--- src/rtl/bp_nonsynth_if_monitor.sv ---
// bp_nonsynth_if_monitor
//
// Runtime protocol monitor for num_chan_p independent ready/valid (ready_and)
// channels. Each channel runs a two-state FSM (IDLE, PEND) that checks:
//   - valid stays high until the handshake (code 1, valid drop)
//   - payload stays constant while pending (code 2, data change)
//   - valid is not left waiting for timeout_p cycles (code 3, stall)
// Completed handshakes are counted per channel with saturating counters.
// The first violation is latched (sticky flag, channel, code) until reset.
//
// Ports:
//   clk_i         clock
//   reset_i       synchronous active-high reset
//   en_i          monitor enable; low suspends checking and counting
//   v_i           per-channel valid
//   ready_and_i   per-channel ready (consumer side)
//   data_i        per-channel payload, channel c at [c*data_width_p +: data_width_p]
//   error_o       sticky violation flag
//   error_chan_o  channel of first violation
//   error_code_o  first violation code: 0 none, 1 valid drop, 2 data change, 3 stall
//   txn_count_o   per-channel saturating handshake counts, channel c at
//                 [c*count_width_p +: count_width_p]
//
// Optional build macro BP_NONSYNTH_IF_MONITOR_FATAL_EN: when defined, the
// first violation is printed and simulation ends with $fatal. When undefined
// the monitor is silent and only the error outputs reflect the violation.

module bp_nonsynth_if_monitor #(
   parameter int num_chan_p    = 4,
   parameter int data_width_p  = 64,
   parameter int timeout_p     = 1024,
   parameter int count_width_p = 32,
   localparam int chan_w_lp    = (num_chan_p > 1) ? $clog2(num_chan_p) : 1
) (
   input  logic                                   clk_i,
   input  logic                                   reset_i,
   input  logic                                   en_i,
   input  logic [num_chan_p-1:0]                  v_i,
   input  logic [num_chan_p-1:0]                  ready_and_i,
   input  logic [num_chan_p*data_width_p-1:0]     data_i,
   output logic                                   error_o,
   output logic [chan_w_lp-1:0]                   error_chan_o,
   output logic [1:0]                             error_code_o,
   output logic [num_chan_p*count_width_p-1:0]    txn_count_o
);

   localparam int stall_w_lp = $clog2(timeout_p + 1);

   localparam logic [0:0] idle_s = 1'b0;
   localparam logic [0:0] pend_s = 1'b1;

   localparam logic [stall_w_lp-1:0] stall_one_lp     = stall_w_lp'(1);
   localparam logic [stall_w_lp-1:0] stall_timeout_lp = stall_w_lp'(timeout_p);

   function automatic logic [count_width_p-1:0] sat_inc(input logic [count_width_p-1:0] val);
      return (&val) ? val : val + 1'b1;
   endfunction

   logic [0:0]              state_p0 [num_chan_p];
   logic [0:0]              state_p1 [num_chan_p];
   logic [stall_w_lp-1:0]   stall_p0 [num_chan_p];
   logic [stall_w_lp-1:0]   stall_p1 [num_chan_p];
   logic [data_width_p-1:0] data_p0  [num_chan_p];
   logic [data_width_p-1:0] hold_p1  [num_chan_p];
   logic [count_width_p-1:0] cnt_p1  [num_chan_p];
   logic [1:0]              code_p0  [num_chan_p];
   logic [num_chan_p-1:0]   hs_p0;
   logic [num_chan_p-1:0]   capture_p0;

   logic                    viol_p0;
   logic [chan_w_lp-1:0]    viol_chan_p0;
   logic [1:0]              viol_code_p0;

   logic                    error_p1;
   logic [chan_w_lp-1:0]    error_chan_p1;
   logic [1:0]              error_code_p1;

   // Stage 0: per-channel FSM next state and violation detection from this cycle's inputs
   always_comb begin
      for (int c = 0; c < num_chan_p; c++) begin
         data_p0[c]    = data_i[c*data_width_p +: data_width_p];
         hs_p0[c]      = en_i & v_i[c] & ready_and_i[c];
         state_p0[c]   = state_p1[c];
         stall_p0[c]   = stall_p1[c];
         code_p0[c]    = 2'd0;
         capture_p0[c] = 1'b0;
         if (!en_i) begin
            state_p0[c] = idle_s;
            stall_p0[c] = '0;
         end else if (state_p1[c] == idle_s) begin
            if (v_i[c] && !ready_and_i[c]) begin
               state_p0[c]   = pend_s;
               stall_p0[c]   = stall_one_lp;
               capture_p0[c] = 1'b1;
            end
         end else begin
            if (!v_i[c]) begin
               state_p0[c] = idle_s;
               stall_p0[c] = '0;
               code_p0[c]  = 2'd1;
            end else if (data_p0[c] != hold_p1[c]) begin
               code_p0[c] = 2'd2;
               if (ready_and_i[c]) begin
                  state_p0[c] = idle_s;
                  stall_p0[c] = '0;
               end else begin
                  // Track the new payload so one change is reported once,
                  // not on every following cycle.
                  capture_p0[c] = 1'b1;
               end
            end else if (ready_and_i[c]) begin
               state_p0[c] = idle_s;
               stall_p0[c] = '0;
            end else if (stall_p1[c] != stall_timeout_lp) begin
               // Counter stops at timeout so the stall is flagged only once.
               stall_p0[c] = stall_p1[c] + 1'b1;
               if (stall_p0[c] == stall_timeout_lp) begin
                  code_p0[c] = 2'd3;
               end
            end
         end
      end
   end

   // Lowest channel index wins among simultaneous violations.
   always_comb begin
      viol_p0      = 1'b0;
      viol_chan_p0 = '0;
      viol_code_p0 = 2'd0;
      for (int c = num_chan_p - 1; c >= 0; c--) begin
         if (code_p0[c] != 2'd0) begin
            viol_p0      = 1'b1;
            viol_chan_p0 = chan_w_lp'(c);
            viol_code_p0 = code_p0[c];
         end
      end
   end

   // Stage 1: registered FSM state, counters and first-error record
   always_ff @(posedge clk_i) begin
      if (reset_i) begin
         for (int c = 0; c < num_chan_p; c++) begin
            state_p1[c] <= idle_s;
            stall_p1[c] <= '0;
            cnt_p1[c]   <= '0;
         end
         error_p1      <= 1'b0;
         error_chan_p1 <= '0;
         error_code_p1 <= 2'd0;
      end else begin
         for (int c = 0; c < num_chan_p; c++) begin
            state_p1[c] <= state_p0[c];
            stall_p1[c] <= stall_p0[c];
            if (hs_p0[c]) begin
               cnt_p1[c] <= sat_inc(cnt_p1[c]);
            end
         end
         if (!error_p1 && viol_p0) begin
            error_p1      <= 1'b1;
            error_chan_p1 <= viol_chan_p0;
            error_code_p1 <= viol_code_p0;
         end
      end
   end

   always_ff @(posedge clk_i) begin
      for (int c = 0; c < num_chan_p; c++) begin
         if (capture_p0[c]) begin
            hold_p1[c] <= data_p0[c];
         end
      end
   end

   assign error_o      = error_p1;
   assign error_chan_o = error_chan_p1;
   assign error_code_o = error_code_p1;

   always_comb begin
      for (int c = 0; c < num_chan_p; c++) begin
         txn_count_o[c*count_width_p +: count_width_p] = cnt_p1[c];
      end
   end

`ifdef BP_NONSYNTH_IF_MONITOR_FATAL_EN
   always @(posedge clk_i) begin
      if (!reset_i && !error_p1 && viol_p0) begin
         $display("bp_nonsynth_if_monitor: protocol violation chan=%0d code=%0d held=%h data=%h",
                  viol_chan_p0, viol_code_p0, hold_p1[viol_chan_p0], data_p0[viol_chan_p0]);
         $fatal(1, "bp_nonsynth_if_monitor: terminating on protocol violation");
      end
   end
`else
   // Silent build: violations are visible only on the error outputs.
`endif

endmodule

--- config.mk ---
export PLATFORM = sky130hd
export DESIGN_NAME = bp_nonsynth_if_monitor
export DESIGN_NICKNAME = d
export VERILOG_FILES = /design/src/rtl/bp_nonsynth_if_monitor.sv
export SDC_FILE = /design/constraint.sdc
export NUM_CORES = 1
export LEC_CHECK = 0
export ABC_AREA = 1
export BUFFER_PORTS_ARGS = -buffer_cell sky130_fd_sc_hd__clkbuf_2
export CAP_MARGIN = 25
export CORE_MARGIN = 5
export CORE_UTILIZATION = 61
export CTS_CLUSTER_DIAMETER = 50
export DETAILED_ROUTE_END_ITERATION = 12
export GPL_TIMING_DRIVEN = 0
export PLACE_DENSITY = 0.86
export SYNTH_ARGS = -nofsm -noshare
export SYNTH_HDL_FRONTEND = slang
export SYNTH_SLANG_ARGS = --single-unit
--- constraint.sdc ---
create_clock -name clk_i -period 12 [get_ports clk_i]
set_clock_uncertainty 0.15 [all_clocks]
set_input_delay 3 -clock clk_i [delete_from_list [all_inputs] [get_ports clk_i]]
set_output_delay 3 -clock clk_i [all_outputs]
set_load 0.01 [all_outputs]
==> impl_metrics.prom, run 1 <==
# TYPE chip_impl_metric gauge
chip_impl_info{name="status",value="completed"} 1
chip_impl_metric{name="tritoncts.num_buffers",unit=""} 48
chip_impl_metric{name="max_freq",unit="GHz"} 0.1857
chip_impl_metric{name="total_switching_power",unit="uW"} 838.1
chip_impl_info{name="hp-start",value="error_chan_o[1]"} 1
chip_impl_metric{name="hold_viol",unit=""} 0
chip_impl_metric{name="remaining_drc_errors",unit=""} 0
chip_impl_metric{name="p_int",unit="uW"} 2720
chip_impl_metric{name="max-clock-path-buffers",unit=""} 3
chip_impl_metric{name="postCtsSetupRepairBufs",unit=""} 0
chip_impl_metric{name="worstRegToRegCells",unit=""} 14
chip_impl_info{name="timing.rr.start",value="cnt_p1[3][0]"} 1
chip_impl_metric{name="grt_pass1_vias",unit=""} 18804
chip_impl_info{name="worstSetupStartpointType",value="input port"} 1
chip_impl_metric{name="layout_worst_path_cycle_share",unit=""} 0.4487
chip_impl_metric{name="p_per_area",unit="mW/mm2"} 132.0
chip_impl_metric{name="setup_total_negative_slack",unit="ns"} 0
chip_impl_info{name="yosys_most_used_dff",value="sky130_fd_sc_hd__edfxtp_1"} 1
chip_impl_info{name="worstHoldPathType",value="reg2reg"} 1
chip_impl_metric{name="drt_iter0_drc",unit=""} 1185
chip_impl_metric{name="peakVddDrop",unit="V"} 0.0001685
chip_impl_metric{name="yosys.cell_types.count",unit=""} 55
chip_impl_metric{name="portBuffers",unit=""} 399
chip_impl_info{name="clk_root_buffer_cell",value="sky130_fd_sc_hd__clkbuf_16"} 1
chip_impl_info{name="cts_tree",value="done"} 1
chip_impl_metric{name="cts.repair.resized",unit=""} 0
chip_impl_metric{name="netlist_instances",unit=""} 2435
chip_impl_info{name="synth.top_cells.by_count",value="610 x sky130_fd_sc_hd__nand2_1, 384 x sky130_fd_sc_hd__edfxtp_1, 344 x sky130_fd_sc_hd__inv_1"} 1
chip_impl_metric{name="viasPerCell",unit=""} 5.422
chip_impl_metric{name="met2RoutedLength",unit="um"} 27470
chip_impl_metric{name="finalWirelength",unit="um"} 55400
chip_impl_info{name="crit_path_start",value="reset_i"} 1
chip_impl_metric{name="detailed_place.area",unit="mm2"} 0.02538
chip_impl_metric{name="layout-area-overhead-vs-synth",unit="%"} 19.17
chip_impl_metric{name="grt_antenna_before_repair",unit=""} 8
chip_impl_metric{name="worst_setup_hold_path_clk_slew",unit="ns"} 0.06
chip_impl_metric{name="synth_seq_cells",unit=""} 437
chip_impl_metric{name="grt.overflow.total",unit=""} 0
chip_impl_info{name="cp-end-kind",value="flop"} 1
chip_impl_metric{name="synth_nets",unit=""} 2718
chip_impl_metric{name="finalSetupViolCount",unit=""} 0
chip_impl_info{name="timing.critical_path.mode_cell",value="sky130_fd_sc_hd__nand2_1"} 1
chip_impl_metric{name="async_flop_share",unit=""} 0
chip_impl_info{name="yosys.cell_count.top_type",value="sky130_fd_sc_hd__nand2_1"} 1
chip_impl_metric{name="cap_viol_max_count",unit=""} 0
chip_impl_metric{name="clock_sink_count",unit=""} 437
chip_impl_info{name="rsz0062_at_grt",value="no"} 1
chip_impl_metric{name="synth_top_area_share",unit=""} 0.5099
chip_impl_metric{name="final_net_count",unit=""} 3174
chip_impl_metric{name="drt-met1-wl",unit="um"} 20430
chip_impl_info{name="synth.area.top_cells",value="sky130_fd_sc_hd__edfxtp_1 51%, sky130_fd_sc_hd__nand2_1 10%, sky130_fd_sc_hd__xnor2_1 8.0%"} 1
chip_impl_metric{name="layout_min_cycle_time",unit="ns"} 5.384
chip_impl_metric{name="post-route-cell-area",unit="mm2"} 0.02695
chip_impl_metric{name="timing.max_slew.rel_slack",unit=""} 0.3228
chip_impl_metric{name="timing_max_transition_violations_final",unit=""} 0
chip_impl_metric{name="fp-row-count",unit=""} 70
chip_impl_metric{name="layout.core_utilization",unit=""} 0.7361
chip_impl_metric{name="dieHeight",unit="um"} 202.5
chip_impl_metric{name="grt_pass1_wl",unit="um"} 89430
chip_impl_metric{name="synthesis.area_per_instance",unit="um2"} 9.287
chip_impl_metric{name="combPwrFrac",unit=""} 0.090
chip_impl_metric{name="power.share.clock",unit=""} 0.407
chip_impl_metric{name="routed-via-count",unit=""} 18444
chip_impl_metric{name="synth-warning-count",unit=""} 0
chip_impl_metric{name="die_area",unit="mm2"} 0.04102
chip_impl_metric{name="dp_hpwl",unit="um"} 41860
chip_impl_metric{name="power.static_leakage",unit="uW"} 0.01108
chip_impl_metric{name="grt_start_max_net_pins",unit=""} 48
chip_impl_info{name="cp_cell_sequence",value="clkbuf_2, inv_2, nand2_1, nor3_2, clkbuf_1, o31ai_4, nand2_1, buf_16"} 1
chip_impl_metric{name="arrival",unit="ns"} 5.51
chip_impl_metric{name="clock_latency",unit="ns"} 0.58
chip_impl_info{name="timing.setup.critical_path_class",value="in2reg"} 1
chip_impl_metric{name="final_antenna_net_count",unit=""} 0
chip_impl_metric{name="cts.hold.buffers_added",unit=""} 0
chip_impl_info{name="critical_path.slowest_cell",value="sky130_fd_sc_hd__nand2_1"} 1
chip_impl_metric{name="routabilityCongestion",unit=""} 0.9216
chip_impl_metric{name="num_io_pins",unit=""} 400
chip_impl_metric{name="yosysSeqAreaShare",unit=""} 0.5568
chip_impl_metric{name="met3WireLength",unit="um"} 4814
chip_impl_metric{name="grt_use_total",unit=""} 0.2628
chip_impl_info{name="regToRegEndpoint",value="cnt_p1[3][7]"} 1
chip_impl_metric{name="synth-edff-count",unit=""} 384
chip_impl_metric{name="reg2reg_setup_slack",unit="ns"} 8.65
chip_impl_metric{name="drt-wirelength-per-cell",unit="um"} 16.29
chip_impl_metric{name="cp.required",unit="ns"} 12.12
chip_impl_metric{name="initial_core_util",unit=""} 0.6177
chip_impl_info{name="yosysTopAreaCell",value="sky130_fd_sc_hd__edfxtp_1"} 1
chip_impl_info{name="worstSetupEndpoint",value="cnt_p1[3][7]"} 1
chip_impl_metric{name="cpPeakStageDelay",unit="ns"} 0.54
chip_impl_metric{name="path_max_fanout",unit=""} 19
chip_impl_info{name="highest_layer_used_for_signal_routing",value="met5"} 1
chip_impl_metric{name="drive_above_1_share",unit=""} 0.1986
chip_impl_metric{name="die_w",unit="um"} 202.5
chip_impl_metric{name="core_area",unit="mm2"} 0.03661
chip_impl_metric{name="synth.cell_area",unit="mm2"} 0.02261
chip_impl_metric{name="max_slew.worst_pin.slew",unit="ns"} 1.010
chip_impl_metric{name="drt-pass1-iter-count",unit=""} 6
chip_impl_metric{name="cts_htree_levels",unit=""} 2
chip_impl_metric{name="switching_share",unit=""} 0.2356
chip_impl_metric{name="seq_power_share",unit=""} 0.502
## per-layer routing
metal | track usage | vias up
li1 | - | 8949
met1 | 0.3045 | 8480
met2 | 0.4602 | 816
met3 | 0.06469 | 191
met4 | 0.1251 | 8
met5 | 0 | -
## registers in the layout, indices dropped and copies added (netlist names)
| name | count |
|---|---|
| error_chan_o | 2 |
| hold_p1 | 256 |
| error_o | 1 |
| stall_p1 | 44 |
| state_p1 | 4 |
| cnt_p1 | 128 |
| error_code_o | 2 |
## power groups by stage
stage          clock network (uW)  logic (uW)  registers [uW]
2_1_floorplan                   0         169            1820
3_5_place_dp                    0         318            1820
3_3_place_gp                    0         294            1810
5_1_grt                      1550         356            1790
4_1_cts                      1480         323            1790
6_report                     1450         322            1790
## worst max-delay path: cells and delay by family
family	cells	cell delay (ns)
buf+inv	4	1.12
compound gates	1	0.17
simple gates	3	1.19
## placed cells by master (no fill, tap or decap), drive strengths merged, types with 8 or more instances in the layout
cell / n
ha: 16
a211oi: 20
dfxtp: 53
inv: 353
nor3: 61
nor2: 281
clkinv: 21
nand2: 619
a31oi: 9
edfxtp: 384
nor3b: 8
nor4: 16
a21oi: 117
xor2: 15
nand4: 37
o21ai: 64
buf: 16
o21a: 14
xnor2: 206
nand3: 113
clkbuf: 475
## through the flow
stage / worst slack, ns / power (uW) / std cells / hold WS (ns)
finish: 6.616 / 3558 / 3402 / 0.3083
global route: 6.405 / 3699 / 3402 / 0.3219
CTS: 6.667 / 3589 / 3398 / 0.3099
detailed placement: 6.078 / 2136 / 3309 / 0.3007
global placement: 4.067 / 2109 / 3302 / 0.2863
floorplan: 5.488 / 1987 / 2435 / 0.3032
## worst min path at each step
stage / end / slack [ns] / depth (start not counted)
final: error_chan_o[1] / 0.31 / 2
after global routing: error_chan_o[1] / 0.32 / 2
after CTS: error_chan_o[1] / 0.31 / 2
after detailed placement: error_chan_o[1] / 0.30 / 2
after global placement: error_chan_o[1] / 0.29 / 2
after floorplan: stall_p1[1][8] / 0.30 / 2
## final cells by class
cell class | count | area, um2
flip-flops and latches | 437 | 12590
fillers | 2484 | 9662
multi-input cells | 1622 | 8613
repair buffers | 406 | 2167
inverters | 353 | 1325
clock buffers | 62 | 1296
well taps | 468 | 585.6
clock inverters | 27 | 259.0
plain buffers | 23 | 100.1
diodes | 4 | 10.01
## kinds of logic after synthesis
kind of cell             Yosys count  share of synthesized area
AND/OR/NAND/NOR                 1148                     0.2251
flip-flops                       437                     0.5568
buffers and inverters            376                    0.06302
AO/OA/AOI/OAI                    237                    0.06064
XOR/XNOR                         221                    0.08559
adder cells (fa/ha/maj)           16                   0.008852
Power figures use the tool's default switching activity.
==> run 2, diff against run 1 <==
Settings changed: CORE_UTILIZATION 61 to 51, PLACE_DENSITY 0.86 to 0.77.
Clock period 12 ns to 4.3 ns, I/O delays scaled along.
==> run 2 against run 1 <==
Against the previous run: register-to-register slack got worse by 7.7 ns; combinational power rose to 2.8 times the previous value; via count fell by 1.8%; final cell count rose by 3.9%; count of clock-buffer cells in the layout fell by 4; global-route usage fell by 4.6 points; die area rose by 19%; critical endpoint is now cnt_p1[3][3].
==> impl_metrics.prom, run 2 (synthesis gave the netlist of run 1 again) <==
# TYPE chip_impl_metric gauge
chip_impl_metric{name="die_w",unit="um"} 220.6
chip_impl_info{name="grt_busiest_layer",value="met2"} 1
chip_impl_metric{name="timing.hold.worst_path_depth",unit=""} 2
chip_impl_metric{name="cap_viol_max_count",unit=""} 0
chip_impl_info{name="worstHoldEndpoint",value="error_chan_o[1]"} 1
chip_impl_metric{name="final_antenna_net_count",unit=""} 0
chip_impl_metric{name="arrival",unit="ns"} 3.62
chip_impl_metric{name="drt-pass1-iter-count",unit=""} 6
chip_impl_metric{name="grt_use_total",unit=""} 0.2167
chip_impl_metric{name="grt_antenna_before_repair",unit=""} 8
chip_impl_metric{name="grt_pass1_vias",unit=""} 17804
chip_impl_info{name="status",value="completed"} 1
chip_impl_metric{name="peakVddDrop",unit="V"} 0.0003441
chip_impl_metric{name="clock_sink_count",unit=""} 437
chip_impl_info{name="biggestRegsByFlops",value="hold_p1 x256, cnt_p1 x128, stall_p1 x44"} 1
chip_impl_metric{name="drt-wirelength-per-cell",unit="um"} 15.48
chip_impl_metric{name="cts.hold.buffers_added",unit=""} 0
chip_impl_metric{name="tritoncts.num_buffers",unit=""} 53
chip_impl_metric{name="grt_pass1_wl",unit="um"} 86190
chip_impl_metric{name="clock_latency",unit="ns"} 0.58
chip_impl_metric{name="die_area",unit="mm2"} 0.04865
chip_impl_metric{name="dp_cells",unit=""} 3433
chip_impl_info{name="rsz0062_at_grt",value="no"} 1
chip_impl_info{name="final_cell_mix",value="610 x sky130_fd_sc_hd__nand2_1, 400 x sky130_fd_sc_hd__clkbuf_2, 384 x sky130_fd_sc_hd__edfxtp_1, 340 x sky130_fd_sc_hd__inv_1, 245 x sky130_fd_sc_hd__nor2_1"} 1
chip_impl_metric{name="drive_above_1_share",unit=""} 0.2034
chip_impl_metric{name="max_reg_flops",unit=""} 256
chip_impl_metric{name="final_net_count",unit=""} 3179
chip_impl_metric{name="max-clock-path-buffers",unit=""} 3
chip_impl_metric{name="portBuffers",unit=""} 399
chip_impl_metric{name="routabilityCongestion",unit=""} 0.9320
chip_impl_metric{name="grt_start_max_net_pins",unit=""} 44
chip_impl_metric{name="setup_total_negative_slack",unit="ns"} 0
chip_impl_metric{name="hold_viol",unit=""} 0
chip_impl_metric{name="layout.core_utilization",unit=""} 0.6210
chip_impl_info{name="cp-end-kind",value="flop"} 1
chip_impl_metric{name="final_cell_count_no_fill",unit=""} 3536
chip_impl_metric{name="finalSetupViolCount",unit=""} 0
chip_impl_metric{name="power.static_leakage",unit="uW"} 0.01118
chip_impl_metric{name="path_max_fanout",unit=""} 18
chip_impl_info{name="crit_path_start",value="reset_i"} 1
chip_impl_metric{name="timing_max_transition_violations_final",unit=""} 0
chip_impl_metric{name="remaining_drc_errors",unit=""} 0
chip_impl_metric{name="worstRegToRegCells",unit=""} 14
chip_impl_metric{name="postCtsSetupRepairBufs",unit=""} 0
chip_impl_info{name="clk_root_buffer_cell",value="sky130_fd_sc_hd__clkbuf_16"} 1
chip_impl_metric{name="drt_iter0_drc",unit=""} 1390
chip_impl_info{name="regToRegEndpoint",value="cnt_p1[3][3]"} 1
chip_impl_info{name="mostFrequentLayoutCell",value="sky130_fd_sc_hd__nand2_1"} 1
chip_impl_metric{name="fp-row-count",unit=""} 77
chip_impl_metric{name="groute.layer.met3.usage",unit=""} 0.04556
chip_impl_metric{name="routed-via-count",unit=""} 18117
chip_impl_info{name="hp-start",value="error_chan_o[1]"} 1
chip_impl_metric{name="dieHeight",unit="um"} 220.6
chip_impl_metric{name="core_area",unit="mm2"} 0.04403
chip_impl_metric{name="max_slew.worst_pin.slew",unit="ns"} 1.023
chip_impl_metric{name="initial_core_util",unit=""} 0.5136
chip_impl_metric{name="viasPerCell",unit=""} 5.124
chip_impl_info{name="top_register",value="hold_p1"} 1
chip_impl_metric{name="layout_min_cycle_time",unit="ns"} 3.492
chip_impl_info{name="worstHoldPathType",value="reg2reg"} 1
chip_impl_metric{name="met1_usage_grt",unit=""} 0.2620
chip_impl_metric{name="layout_worst_path_cycle_share",unit=""} 0.8120
chip_impl_metric{name="cts.repair.resized",unit=""} 0
chip_impl_metric{name="cts_htree_levels",unit=""} 2
chip_impl_metric{name="globalRouteMet2Util",unit=""} 0.3806
chip_impl_metric{name="grt.overflow.total",unit=""} 0
chip_impl_info{name="timing.rr.start",value="cnt_p1[3][0]"} 1
chip_impl_metric{name="layout-area-overhead-vs-synth",unit="%"} 20.90
chip_impl_metric{name="worst_setup_hold_path_clk_slew",unit="ns"} 0.06
chip_impl_metric{name="num_io_pins",unit=""} 400
chip_impl_metric{name="max_freq",unit="GHz"} 0.2864
chip_impl_info{name="timing.setup.critical_path_class",value="in2reg"} 1
chip_impl_info{name="worstSetupStartpointType",value="input port"} 1
chip_impl_metric{name="timing.max_slew.rel_slack",unit=""} 0.3146
chip_impl_info{name="cts_tree",value="done"} 1
chip_impl_metric{name="finalWirelength",unit="um"} 54730
chip_impl_metric{name="cp.required",unit="ns"} 4.43
chip_impl_metric{name="reg2reg_setup_slack",unit="ns"} 0.93
chip_impl_metric{name="p_per_area",unit="mW/mm2"} 381.4
chip_impl_metric{name="dp_hpwl",unit="um"} 41480
## run 2: critical path: stages
cell,delay (ns)
sky130_fd_sc_hd__clkbuf_2,0.16
sky130_fd_sc_hd__inv_2,0.22
sky130_fd_sc_hd__nand2_1,0.22
sky130_fd_sc_hd__nor3_2,0.47
sky130_fd_sc_hd__clkbuf_1,0.48
sky130_fd_sc_hd__a21oi_1,0.15
sky130_fd_sc_hd__nand2_1,0.59
sky130_fd_sc_hd__buf_16,0.23
## run 2: cell type report
| type | count | area, um2 |
|---|---|---|
| diodes | 4 | 10.01 |
| plain buffers | 23 | 100.1 |
| clock buffers | 58 | 1366 |
| clock inverters | 41 | 434.2 |
| fillers | 3581 | 16690 |
| inverters | 353 | 1325 |
| multi-input cells | 1622 | 8613 |
| flip-flops and latches | 437 | 12590 |
| well taps | 592 | 740.7 |
| repair buffers | 406 | 2160 |
## run 2: where the power goes
group	total [uW]	switching, uW	internal [uW]
Sequential	4990	151	4840
Clock	4560	1820	2740
Combinational	886	511	375
Total	10400	2480	7950
## run 2: worst max path at each step
stage | endpoint | slack (ns) | depth (start not counted)
after floorplan | cnt_p1[2][0] | 0.58 | 5
after global placement | cnt_p1[2][2] | -0.64 | 6
after detailed placement | cnt_p1[1][14] | 0.19 | 7
after CTS | cnt_p1[1][17] | 0.83 | 7
after global routing | cnt_p1[1][17] | 0.64 | 7
final | cnt_p1[3][3] | 0.81 | 8
## run 2: per-stage QoR
stage                     hold WS, ns  setup slack (ns)  cell area [um2]  total power [uW]
after global placement         0.2918           -0.6385            25350              5894
final                          0.3023            0.8085            27340             10430
after floorplan                0.3032            0.5815            22610              5544
after CTS                      0.3048            0.8272            27330             10540
after global routing           0.3449            0.6442            27340             10840
after detailed placement       0.2951            0.1877            25530              5956
## run 2: routing by layer
metal | routed length, um | share of wire
met5 | 61 | 0.0011
met4 | 1860 | 0.034
met3 | 3892 | 0.071
met2 | 26960 | 0.49
met1 | 21950 | 0.40
==> run 3, diff against run 2 <==
Clock period 4.3 ns to 3.15 ns, I/O delays scaled along.
==> run 3 against run 2 <==
Against the previous run: die area unchanged; critical endpoint is now cnt_p1[0][19]; count of clock-buffer cells in the layout down 4; non-clock buffer count up 7; hold slack worse by 0.041 ns; register-to-register slack worse by 0.70 ns; critical path type unchanged.
==> impl_metrics.prom, run 3 (synthesis gave the netlist of run 1 again) <==
# TYPE chip_impl_metric gauge
chip_impl_info{name="status",value="completed"} 1
chip_impl_metric{name="grt_antenna_before_repair",unit=""} 3
chip_impl_metric{name="initial_core_util",unit=""} 0.5136
chip_impl_metric{name="nFillCells",unit=""} 3590
chip_impl_metric{name="final_net_count",unit=""} 3187
chip_impl_metric{name="fp-row-count",unit=""} 77
chip_impl_metric{name="hold_viol",unit=""} 0
chip_impl_metric{name="routed-via-count",unit=""} 18046
chip_impl_metric{name="dieHeight",unit="um"} 220.6
chip_impl_info{name="final_cell_mix",value="608 x sky130_fd_sc_hd__nand2_1, 400 x sky130_fd_sc_hd__clkbuf_2, 384 x sky130_fd_sc_hd__edfxtp_1, 339 x sky130_fd_sc_hd__inv_1, 245 x sky130_fd_sc_hd__nor2_1"} 1
chip_impl_metric{name="cap_viol_max_count",unit=""} 0
chip_impl_metric{name="drt-pass1-iter-count",unit=""} 6
chip_impl_metric{name="timing.max_slew.rel_slack",unit=""} 0.3959
chip_impl_metric{name="layout_min_cycle_time",unit="ns"} 2.930
chip_impl_metric{name="cp.required",unit="ns"} 3.39
chip_impl_metric{name="grt.overflow.total",unit=""} 0
chip_impl_info{name="biggestRegsByFlops",value="hold_p1 x256, cnt_p1 x128, stall_p1 x44"} 1
chip_impl_metric{name="power.share.clock",unit=""} 0.432
chip_impl_metric{name="remaining_drc_errors",unit=""} 0
chip_impl_metric{name="worst_setup_hold_path_clk_slew",unit="ns"} 0.06
chip_impl_metric{name="drt-wirelength-per-cell",unit="um"} 15.39
chip_impl_metric{name="tritoncts.num_buffers",unit=""} 51
chip_impl_metric{name="grt_pass1_vias",unit=""} 17752
chip_impl_metric{name="timing_max_transition_violations_final",unit=""} 0
chip_impl_metric{name="max_slew.worst_pin.slew",unit="ns"} 0.9012
chip_impl_info{name="timing.rr.start",value="cnt_p1[3][0]"} 1
chip_impl_info{name="cp_cell_sequence",value="clkbuf_2, inv_2, nand2_1, nor3_2, inv_1, clkbuf_1, a221oi_1"} 1
chip_impl_metric{name="layout.core_utilization",unit=""} 0.6262
chip_impl_metric{name="power.static_leakage",unit="uW"} 0.01134
chip_impl_metric{name="max-clock-path-buffers",unit=""} 3
chip_impl_metric{name="finalWirelength",unit="um"} 54480
chip_impl_info{name="regToRegEndpoint",value="cnt_p1[3][31]"} 1
chip_impl_metric{name="reg2reg_setup_slack",unit="ns"} 0.23
chip_impl_metric{name="post-route-cell-area",unit="mm2"} 0.02757
chip_impl_info{name="cts_tree",value="done"} 1
chip_impl_info{name="critical_path.slowest_cell",value="sky130_fd_sc_hd__nor3_2"} 1
chip_impl_info{name="worstSetupStartpointType",value="input port"} 1
chip_impl_info{name="timing.setup.critical_path_class",value="in2reg"} 1
chip_impl_metric{name="max_reg_flops",unit=""} 256
chip_impl_metric{name="layout_worst_path_cycle_share",unit=""} 0.9303
chip_impl_metric{name="die_area",unit="mm2"} 0.04865
chip_impl_metric{name="portBuffers",unit=""} 399
chip_impl_info{name="cp-end-kind",value="flop"} 1
chip_impl_metric{name="peakVddDrop",unit="V"} 0.0004605
chip_impl_metric{name="die_w",unit="um"} 220.6
chip_impl_metric{name="cts_htree_levels",unit=""} 2
chip_impl_metric{name="routabilityCongestion",unit=""} 0.8877
chip_impl_metric{name="clock_latency",unit="ns"} 0.58
chip_impl_metric{name="arrival",unit="ns"} 3.17
chip_impl_metric{name="max_freq",unit="GHz"} 0.3413
chip_impl_metric{name="num_io_pins",unit=""} 400
chip_impl_metric{name="detailed_place.area",unit="mm2"} 0.02569
chip_impl_metric{name="p_int",unit="uW"} 10820
chip_impl_metric{name="timing.hold.worst_path_depth",unit=""} 1
chip_impl_metric{name="clock_sink_count",unit=""} 437
chip_impl_metric{name="grt_start_max_net_pins",unit=""} 36
chip_impl_metric{name="viasPerCell",unit=""} 5.099
chip_impl_metric{name="seq_power_share",unit=""} 0.481
chip_impl_metric{name="core_area",unit="mm2"} 0.04403
chip_impl_metric{name="layout-area-overhead-vs-synth",unit="%"} 21.93
chip_impl_metric{name="worstRegToRegCells",unit=""} 14
chip_impl_metric{name="combPwrFrac",unit=""} 0.088
chip_impl_info{name="top_register",value="hold_p1"} 1
chip_impl_metric{name="grt_pass1_wl",unit="um"} 85360
chip_impl_info{name="mostFrequentLayoutCell",value="sky130_fd_sc_hd__nand2_1"} 1
chip_impl_metric{name="drive_above_1_share",unit=""} 0.2138
chip_impl_metric{name="drt_iter0_drc",unit=""} 1337
chip_impl_metric{name="switching_share",unit=""} 0.2357
chip_impl_metric{name="finalSetupViolCount",unit=""} 0
chip_impl_metric{name="p_per_area",unit="mW/mm2"} 513.5
chip_impl_info{name="worstHoldPathType",value="in2reg"} 1
chip_impl_metric{name="grt_use_total",unit=""} 0.2139
chip_impl_info{name="worstHoldEndpoint",value="hold_p1[0][43]"} 1
chip_impl_metric{name="dp_hpwl",unit="um"} 41300
chip_impl_metric{name="path_max_fanout",unit=""} 10
chip_impl_info{name="clk_root_buffer_cell",value="sky130_fd_sc_hd__clkbuf_16"} 1
chip_impl_metric{name="cpPeakStageDelay",unit="ns"} 0.74
chip_impl_metric{name="final_antenna_net_count",unit=""} 0
chip_impl_info{name="hp-start",value="data_i[43]"} 1
chip_impl_metric{name="total_switching_power",unit="uW"} 3337
chip_impl_metric{name="cts.hold.buffers_added",unit=""} 0
## run 3: changes by cell type in the layout (fill, tap and decap cells not counted), sizes merged
cell    delta
clkinv     +5
buf        +7
clkbuf     -4
inv        -3
bufinv     +1
diode      -3
## run 3: how the worst max path moves through the flow
| stage | startpoint | endpoint | cells after the start |
|---|---|---|---|
| 6_report | reset_i | cnt_p1[0][19] | 7 |
| 5_1_grt | cnt_p1[2][0] | cnt_p1[2][19] | 13 |
| 4_1_cts | hold_p1[3][6] | hold_p1[3][57] | 11 |
| 3_5_place_dp | reset_i | cnt_p1[3][8] | 8 |
| 3_3_place_gp | reset_i | cnt_p1[1][14] | 7 |
| 2_1_floorplan | data_i[193] | hold_p1[3][0] | 10 |
## run 3: worst max-delay path, delay by kind of cell
family	cells	cell delay [ns]
buffers and inverters	4	1.07
and+or+nand+nor	2	1.01
AOI/OAI and AO/OA	1	0.29
## run 3: per-layer routing
metal | wire, um | global-route usage
met1 | 21910 | 0.2565
met2 | 27060 | 0.3783
met3 | 4002 | 0.05459
met4 | 1471 | 0.06967
met5 | 35 | 0
## run 3: what timing repair did
item / CTS / global route
pin swaps: 18 / 2
setup buffers: 0 / 7
gates resized for setup: 4 / 7
gates cloned: 1 / 2
setup endpoints to repair: 157 / 214
## run 3: final cells by class
cell class | count | area, um2 | area share
clock buffers | 54 | 1309 | 0.04747
multi-input cells | 1622 | 8807 | 0.3194
well taps | 592 | 740.7 | 0.02686
plain buffers | 23 | 100.1 | 0.003630
inverters | 353 | 1333 | 0.04833
flip-flops and latches | 437 | 12590 | 0.4567
clock inverters | 41 | 436.7 | 0.01584
repair buffers | 413 | 2232 | 0.08095
repair inverters | 3 | 20.02 | 0.0007261
diodes | 1 | 2.502 | 0.00009076
## run 3: power by group through the flow
stage	Clock [uW]	Sequential [uW]	Combinational (uW)
2_1_floorplan	0	6930	658
3_3_place_gp	0	6920	1150
3_5_place_dp	0	6930	1220
4_1_cts	6270	6810	1240
5_1_grt	6510	6840	1380
6_report	6110	6810	1240
## run 3: metrics by stage
step                      power, uW  TNS [ns]  hold slack [ns]  std cells  setup WS [ns]
after floorplan                7587    -14.40           0.3032       2435        -0.1129
after global placement         8068   -345.14           0.2907       3426         -1.056
after detailed placement       8154   -142.54           0.3001       3433        -0.6701
after CTS                     14310    -3.476           0.2116       3529        -0.1124
after global routing          14730   -0.1596           0.2222       3538       -0.01335
final                         14160         0           0.2608       3539         0.2196
